--- src/rtl/updown_counter_if.sv ---
// Control and status bundle for updown_counter: count/load controls in, count and wrap out.
interface updown_counter_if #(
    parameter int WIDTH = 4
);
    logic             en;
    logic             up_dn;
    logic             load;
    logic [WIDTH-1:0] load_val;
    logic [WIDTH-1:0] no;
    logic             wrap;

    modport master (output en, up_dn, load, load_val, input no, wrap);
    modport slave  (input en, up_dn, load, load_val, output no, wrap);
endinterface

--- src/rtl/updown_counter.sv ---
// Parametrised modulo-MODULO up/down counter with clamped parallel load and registered wrap pulse.
// Define UDC_SATURATE_EN to saturate at the range ends instead of wrapping (wrap then flags a blocked step).
module updown_counter #(
    parameter int     WIDTH  = 4,
    parameter longint MODULO = 16
) (
    input logic             clk,
    input logic             rst,
    updown_counter_if.slave bus
);
    // MODULO may equal 2^WIDTH, so the top value is derived in 64-bit before truncation.
    localparam logic [WIDTH-1:0] MAX_VAL = WIDTH'(MODULO - 64'sd1);

    logic [WIDTH-1:0] countQ;
    logic             wrapQ;
    logic [WIDTH-1:0] countNext;
    logic             wrapNext;

    always_comb begin
        countNext = countQ;
        wrapNext  = 1'b0;
        if (bus.load) begin
            countNext = (bus.load_val > MAX_VAL) ? MAX_VAL : bus.load_val;
        end else if (bus.en) begin
            if (bus.up_dn) begin
                if (countQ == MAX_VAL) begin
                    wrapNext = 1'b1;
`ifdef UDC_SATURATE_EN
                    countNext = MAX_VAL;
`else
                    countNext = '0;
`endif
                end else begin
                    countNext = countQ + WIDTH'(1);
                end
            end else begin
                if (countQ == '0) begin
                    wrapNext = 1'b1;
`ifdef UDC_SATURATE_EN
                    countNext = '0;
`else
                    countNext = MAX_VAL;
`endif
                end else begin
                    countNext = countQ - WIDTH'(1);
                end
            end
        end
    end

    always_ff @(posedge clk) begin
        if (!rst) begin
            countQ <= '0;
            wrapQ  <= 1'b0;
        end else begin
            countQ <= countNext;
            wrapQ  <= wrapNext;
        end
    end

    assign bus.no   = countQ;
    assign bus.wrap = wrapQ;
endmodule

--- src/flat_wrapper.sv ---
// flat-port wrapper written by rule: the top's interface ports become plain ports
module updown_counter_flat 
#(
    parameter int     WIDTH  = 4,
    parameter longint MODULO = 16
)
  (clk, rst, bus_en, bus_up_dn, bus_load, bus_load_val, bus_no, bus_wrap);
  updown_counter_if #(.WIDTH(WIDTH)) bus_i ();
  input logic clk;
  input logic rst;
  input wire logic [$bits(bus_i.en)-1:0] bus_en;
  input wire logic [$bits(bus_i.up_dn)-1:0] bus_up_dn;
  input wire logic [$bits(bus_i.load)-1:0] bus_load;
  input wire logic [$bits(bus_i.load_val)-1:0] bus_load_val;
  output wire logic [$bits(bus_i.no)-1:0] bus_no;
  output wire logic [$bits(bus_i.wrap)-1:0] bus_wrap;
  assign bus_i.en = bus_en;
  assign bus_i.up_dn = bus_up_dn;
  assign bus_i.load = bus_load;
  assign bus_i.load_val = bus_load_val;
  assign bus_no = bus_i.no;
  assign bus_wrap = bus_i.wrap;
  updown_counter #(.WIDTH(WIDTH), .MODULO(MODULO)) u_core (.clk(clk), .rst(rst), .bus(bus_i));
endmodule
--- config.mk ---
export PLATFORM = sky130hd
export DESIGN_NAME = updown_counter_flat
export DESIGN_NICKNAME = d
export VERILOG_FILES = /design/src/rtl/updown_counter_if.sv /design/src/rtl/updown_counter.sv /design/src/flat_wrapper.sv
export SDC_FILE = /design/constraint.sdc
export NUM_CORES = 1
export LEC_CHECK = 0
export BUFFER_PORTS_ARGS = -buffer_cell sky130_fd_sc_hd__buf_2
export CAP_MARGIN = 5
export CORE_AREA = 3 3 40 42
export CTS_CLUSTER_DIAMETER = 30
export CTS_CLUSTER_SIZE = 8
export DETAILED_ROUTE_END_ITERATION = 16
export DIE_AREA = 0 0 43 45
export HOLD_SLACK_MARGIN = 0.02
export RECOVER_POWER = 25
export SLEW_MARGIN = 10
export SYNTH_ARGS = -nofsm -noshare
export SYNTH_HDL_FRONTEND = slang
export SYNTH_SLANG_ARGS = --single-unit
--- constraint.sdc ---
create_clock -name clk -period 1.7 [get_ports clk]
set_input_delay 0.34 -clock clk [delete_from_list [all_inputs] [get_ports clk]]
set_output_delay 0.34 -clock clk [all_outputs]
set_load 0.05 [all_outputs]
# Word-level counts from Yosys, hierarchy flattened
# Index checks and enable logic that the tools add are counted.
op_classes:
  add_sub_neg: 2
  n_lt_le_gt_ge: 1
  eq_ne: 1
  n_mux: 9
  bitwise_logic: 2
  n_reduce_logical: 3
op_table:
  columns: ["operator", "n"]
  rows:
  - ["$mux 4", 6]
  - ["$add 4x1->4 const B", 1]
  - ["$eq 4x4->1 const B", 1]
  - ["$gt 4x4->1 const B", 1]
  - ["$logic_not 4->1", 1]
  - ["$sub 4x1->4 const B", 1]
  - ["$mux 1", 3]
  - ["$reduce_or 3->1", 1]
  - ["$not 1->1", 2]
  - ["$reduce_bool 2->1", 1]
totals:
  register_bits: 5
  wordCells: 20

# Depth between registers and ports, before layout
logic_depth:
  ltp_word: 5
  mapped_depth: 6
  ltp_nobuf: 6

# Least setup slack after synthesis
# Ideal clock, no wire load.
synth_path:
  path_type: "reg-to-reg"
  start: "register u_core.countQ[0] (netlist: u_core.bus.no[0])"
  end: "register u_core.countQ[3] (netlist: u_core.bus.no[3])"
  arrival_time_ns: 1.597
  setup_slack_ns: -0.022
  path_stages_with_launch: 6
  cell_sequence: "dfxtp_1 inv_1 ha_1 o21bai_1 a221oi_2 o32ai_1"
synth_between:
  elab_chain_len: 5
synth_rtl:
  columns: ["item", "line_no", "text"]
  rows:
  - ["start, declared", "updown_counter.sv:14", "logic [WIDTH-1:0] countQ;"]
  - ["start signal, assigned", "updown_counter.sv:56", "countQ <= countNext;"]
  - ["$sub 4x1->4 (tied with other cells)", "updown_counter.sv:45", "countNext = countQ - WIDTH'(1);"]
  - ["$mux 4 (on tied branches)", "updown_counter.sv:37, updown_counter.sv:26", null]
  - ["$mux 4 *", "updown_counter.sv:25", "if (bus.up_dn) begin"]
  - ["$mux 4 *", "updown_counter.sv:24", "end else if (bus.en) begin"]
  - ["$mux 4 *", "updown_counter.sv:22", "if (bus.load) begin"]
# Mark *: on every way between the ends. The rest lies on a longest branch, timed or not. The select of a mux whose other input is x is not followed.
# A chain may end at the register's enable or synchronous reset.

# Worst setup path in the final report
layout_path:
  start: "register u_core.countQ[1] (netlist: u_core.bus.no[1])"
  end: "register u_core.countQ[3] (netlist: u_core.bus.no[3])"
# Same word-level chain as after synthesis.

==> reports/summary.txt <==
Outcome -> complete, no violations
Period utilization -> 84.67%
Detailed Routing Iterations Pass 1 -> 3
Standard-cell rows -> 13
Post-layout min period -> 1.439 ns
Startpoint Class -> flip-flop
CTS tree -> built
Comb power frac -> 27.8%
Share of post-route cells with drive strength above 1 -> 32.20%
Sum Neg Setup Slack -> 0 ns
Count of state elements after synthesis -> 5
Worst-Margin Slew -> 0.5865 ns
Syn. warnings -> 0
Worst Skew -> 0.004518 ns
Number of remaining DRC errors -> 0
Final GP Congestion -> 0.7567
Worst R2R Setup Slack -> 0.26 ns
Placed Instances -> 70
Setup Fix Bufs, Post-CTS -> 0
Worst vdd ir -> 0.2090 mV
Vias per cell -> 4.797
Switch share -> 35.70%
CTS Hold Bufs -> 0
Leak pwr -> 0.2177 nW
Die ar. -> 1935 um2
Core Box Area -> 1285 um2
Critical path arrival -> 1.57 ns
RSZ-0062 raised after global routing -> false
Vias -> 355
Hold endpoint -> u_core.bus.no[1]$_SDFFE_PN0P_
Cell count after synthesis -> 42
DR iter-0 viols -> 5
Internal power -> 0.2610 mW
Worst hold path type -> in2reg
Final instance area -> 457.9 um2
Clock slew seen by the registers of the worst setup and hold paths -> 0.05 ns
Power share of the clock group -> 37.1%
Chip width -> 43 um
Final net count -> 71
Final setup violation count -> 0
Vias in the first global route -> 315
Post_cts resized -> 0
Max-Cap Viols -> 0
Worst-path fanout max -> 8
Final hold viol count -> 0
CP Buf/Inv Count -> 1
WS Path Type -> reg2reg
Area grow syn2layout -> 31.65%
Cts bufs inserted -> 3
Footprint of the multi-input gates -> 232.7 um2
CTS Buffer Depth -> 2
Latest clock arrival within the worst-skew pair -> 0.25 ns
Crit. End Element -> flip-flop
First-pass GRT wire length -> 1317 um
Worst Hold Path Cells -> 2
F_max -> 694.8 MHz
Req. time, crit path -> 1.83 ns
Register Area -> 101.3 um2
Reg2reg start -> u_core.bus.no[1]$_SDFFE_PN0P_
Non-filler cells, final -> 74
Pwr dens -> 886.3 nW/um2
Grt ovf -> 0
Total I/O pin count -> 14
Clock root buffer -> clkbuf_4
Initial antenna violation count -> 0
Initial Util -> 27.07%
Hold Path Origin -> rst
Final core occ -> 35.64%
Slew Viols, Final -> 0
Tot Pwr -> 0.4059 mW
RR Endpoint -> u_core.bus.no[3]$_SDFFE_PN0P_
Cell variety after synth -> 25
Post-DP Area -> 432.9 um2
Port bufs -> 13
Kind of cell adding the most delay to the critical path -> compound AO/OA/AOI/OAI gates
Worst slew margin -> 61.07%
Synthesized area per cell -> 8.282 um2
H-tree levels -> 1
Switch Pwr -> 0.1449 mW
Seq/Total Area, Yosys -> 28.78%
GRT Total Usage -> 9.484%
Ant. Diodes -> 0
Largest net degree at the start of global routing -> 9
Crit-path cells -> inv_1 > ha_1 > o21bai_1 > a221oi_2 > o32ai_1
Total Wirelength -> 846 um
Wire per inst -> 11.43 um
ANT nets after route -> 0
Max incr delay on CP -> 0.45 ns
Clock sinks -> 5
Slowest cell on crit path -> dfxtp_1
Fillers -> 138
Crit path depth -> 5
Seq pwr share -> 35.1%
DP Wirelength -> 639.4 um
Die H -> 45 um
Synth Cell Area -> 347.8 um2
Cell count of the worst reg-to-reg path -> 5
Syn Nets -> 53
cell usage in the layout (no fill, tap or decap), types with 2 or more instances in the layout:
cell      count
buf_2        12
inv_1         4
nand2_1       4
a21oi_1       4
dfxtp_1       4
o21ai_0       3
clkbuf_4      3
nand3_1       2
ha_1          2
clkbuf_1      2
cell usage after synthesis:
library cell | count | area [um2]
o31ai_1 | 1 | 7.510
nand2_1 | 4 | 15.01
mux2i_1 | 1 | 10.01
nor2b_1 | 1 | 6.260
nand4_1 | 1 | 6.260
nand2_2 | 1 | 6.260
dfxtp_1 | 5 | 100.1
xor2_1 | 1 | 8.760
o32ai_1 | 1 | 8.760
o21bai_1 | 1 | 7.510
nor2_1 | 1 | 3.750
ha_1 | 2 | 25.02
a21o_1 | 1 | 7.510
mux2_4 | 1 | 15.01
nand3b_1 | 1 | 7.510
nor3b_1 | 1 | 7.510
inv_1 | 4 | 15.01
o21ai_0 | 3 | 15.01
a22o_1 | 1 | 8.760
xnor2_1 | 1 | 8.760
or3_1 | 1 | 6.260
a221oi_2 | 1 | 15.01
and2_1 | 1 | 6.260
a21oi_1 | 4 | 20.02
nand3_1 | 2 | 10.01
flip-flops by register name, indices dropped and copies added (netlist names):
| signal | flops |
|---|---|
| u_core.bus.no | 4 |
| u_core.bus.wrap | 1 |
how the worst max path moves through the flow:
stage,from,end,slack [ns]
final,u_core.bus.no[1]$_SDFFE_PN0P_,u_core.bus.no[3]$_SDFFE_PN0P_,0.26
after global routing,u_core.bus.no[1]$_SDFFE_PN0P_,u_core.bus.no[3]$_SDFFE_PN0P_,0.14
after CTS,u_core.bus.no[1]$_SDFFE_PN0P_,u_core.bus.no[2]$_SDFFE_PN0P_,0.27
after detailed placement,u_core.bus.no[1]$_SDFFE_PN0P_,u_core.bus.no[1]$_SDFFE_PN0P_,0.28
after global placement,u_core.bus.no[1]$_SDFFE_PN0P_,u_core.bus.no[1]$_SDFFE_PN0P_,0.31
after floorplan,u_core.bus.no[1]$_SDFFE_PN0P_,u_core.bus.no[3]$_SDFFE_PN0P_,0.04
routing by layer:
layer	up-vias	track usage [%]	wire, um
met4	0	5.422	17
met5	-	0	0
met2	8	12.87	395
met3	2	3.984	40
li1	184	-	-
met1	161	12.50	393
power groups by stage:
stage          clock network [mW]  logic, mW  registers [mW]
2_1_floorplan                   0     0.0527           0.170
3_3_place_gp                    0      0.114           0.144
4_1_cts                     0.153      0.114           0.142
6_report                    0.150      0.113           0.143
5_1_grt                     0.156      0.122           0.145
3_5_place_dp                    0      0.113           0.145
cell type report:
class	count	area share, %
clock buffers	4	5.738
inverters	4	3.279
multi-input cells	33	50.82
flip-flops and latches	5	22.13
well taps	15	4.098
repair buffers	13	13.93
per-stage QoR:
step,worst slack (ns),hold slack (ns)
after floorplan,0.03619,0.4617
after global placement,0.3120,0.5551
after detailed placement,0.2796,0.5585
after CTS,0.2667,0.3618
after global routing,0.1378,0.3797
final,0.2607,0.3611
kinds of logic (layout without fill, tap and decap cells):
| group | count (synthesis) | count (layout) | synth area share [%] |
|---|---|---|---|
| AND/OR/NAND/NOR | 14 | 14 | 21.59 |
| AO/OA/AOI/OAI | 13 | 13 | 25.90 |
| flip-flops | 5 | 5 | 28.78 |
| buffers and inverters | 4 | 21 | 4.315 |
| adder cells (fa/ha/maj) | 2 | 2 | 7.193 |
| XOR/XNOR | 2 | 2 | 5.037 |
| multiplexers | 2 | 2 | 7.193 |
Note: power is estimated with default switching activity, not from simulation.
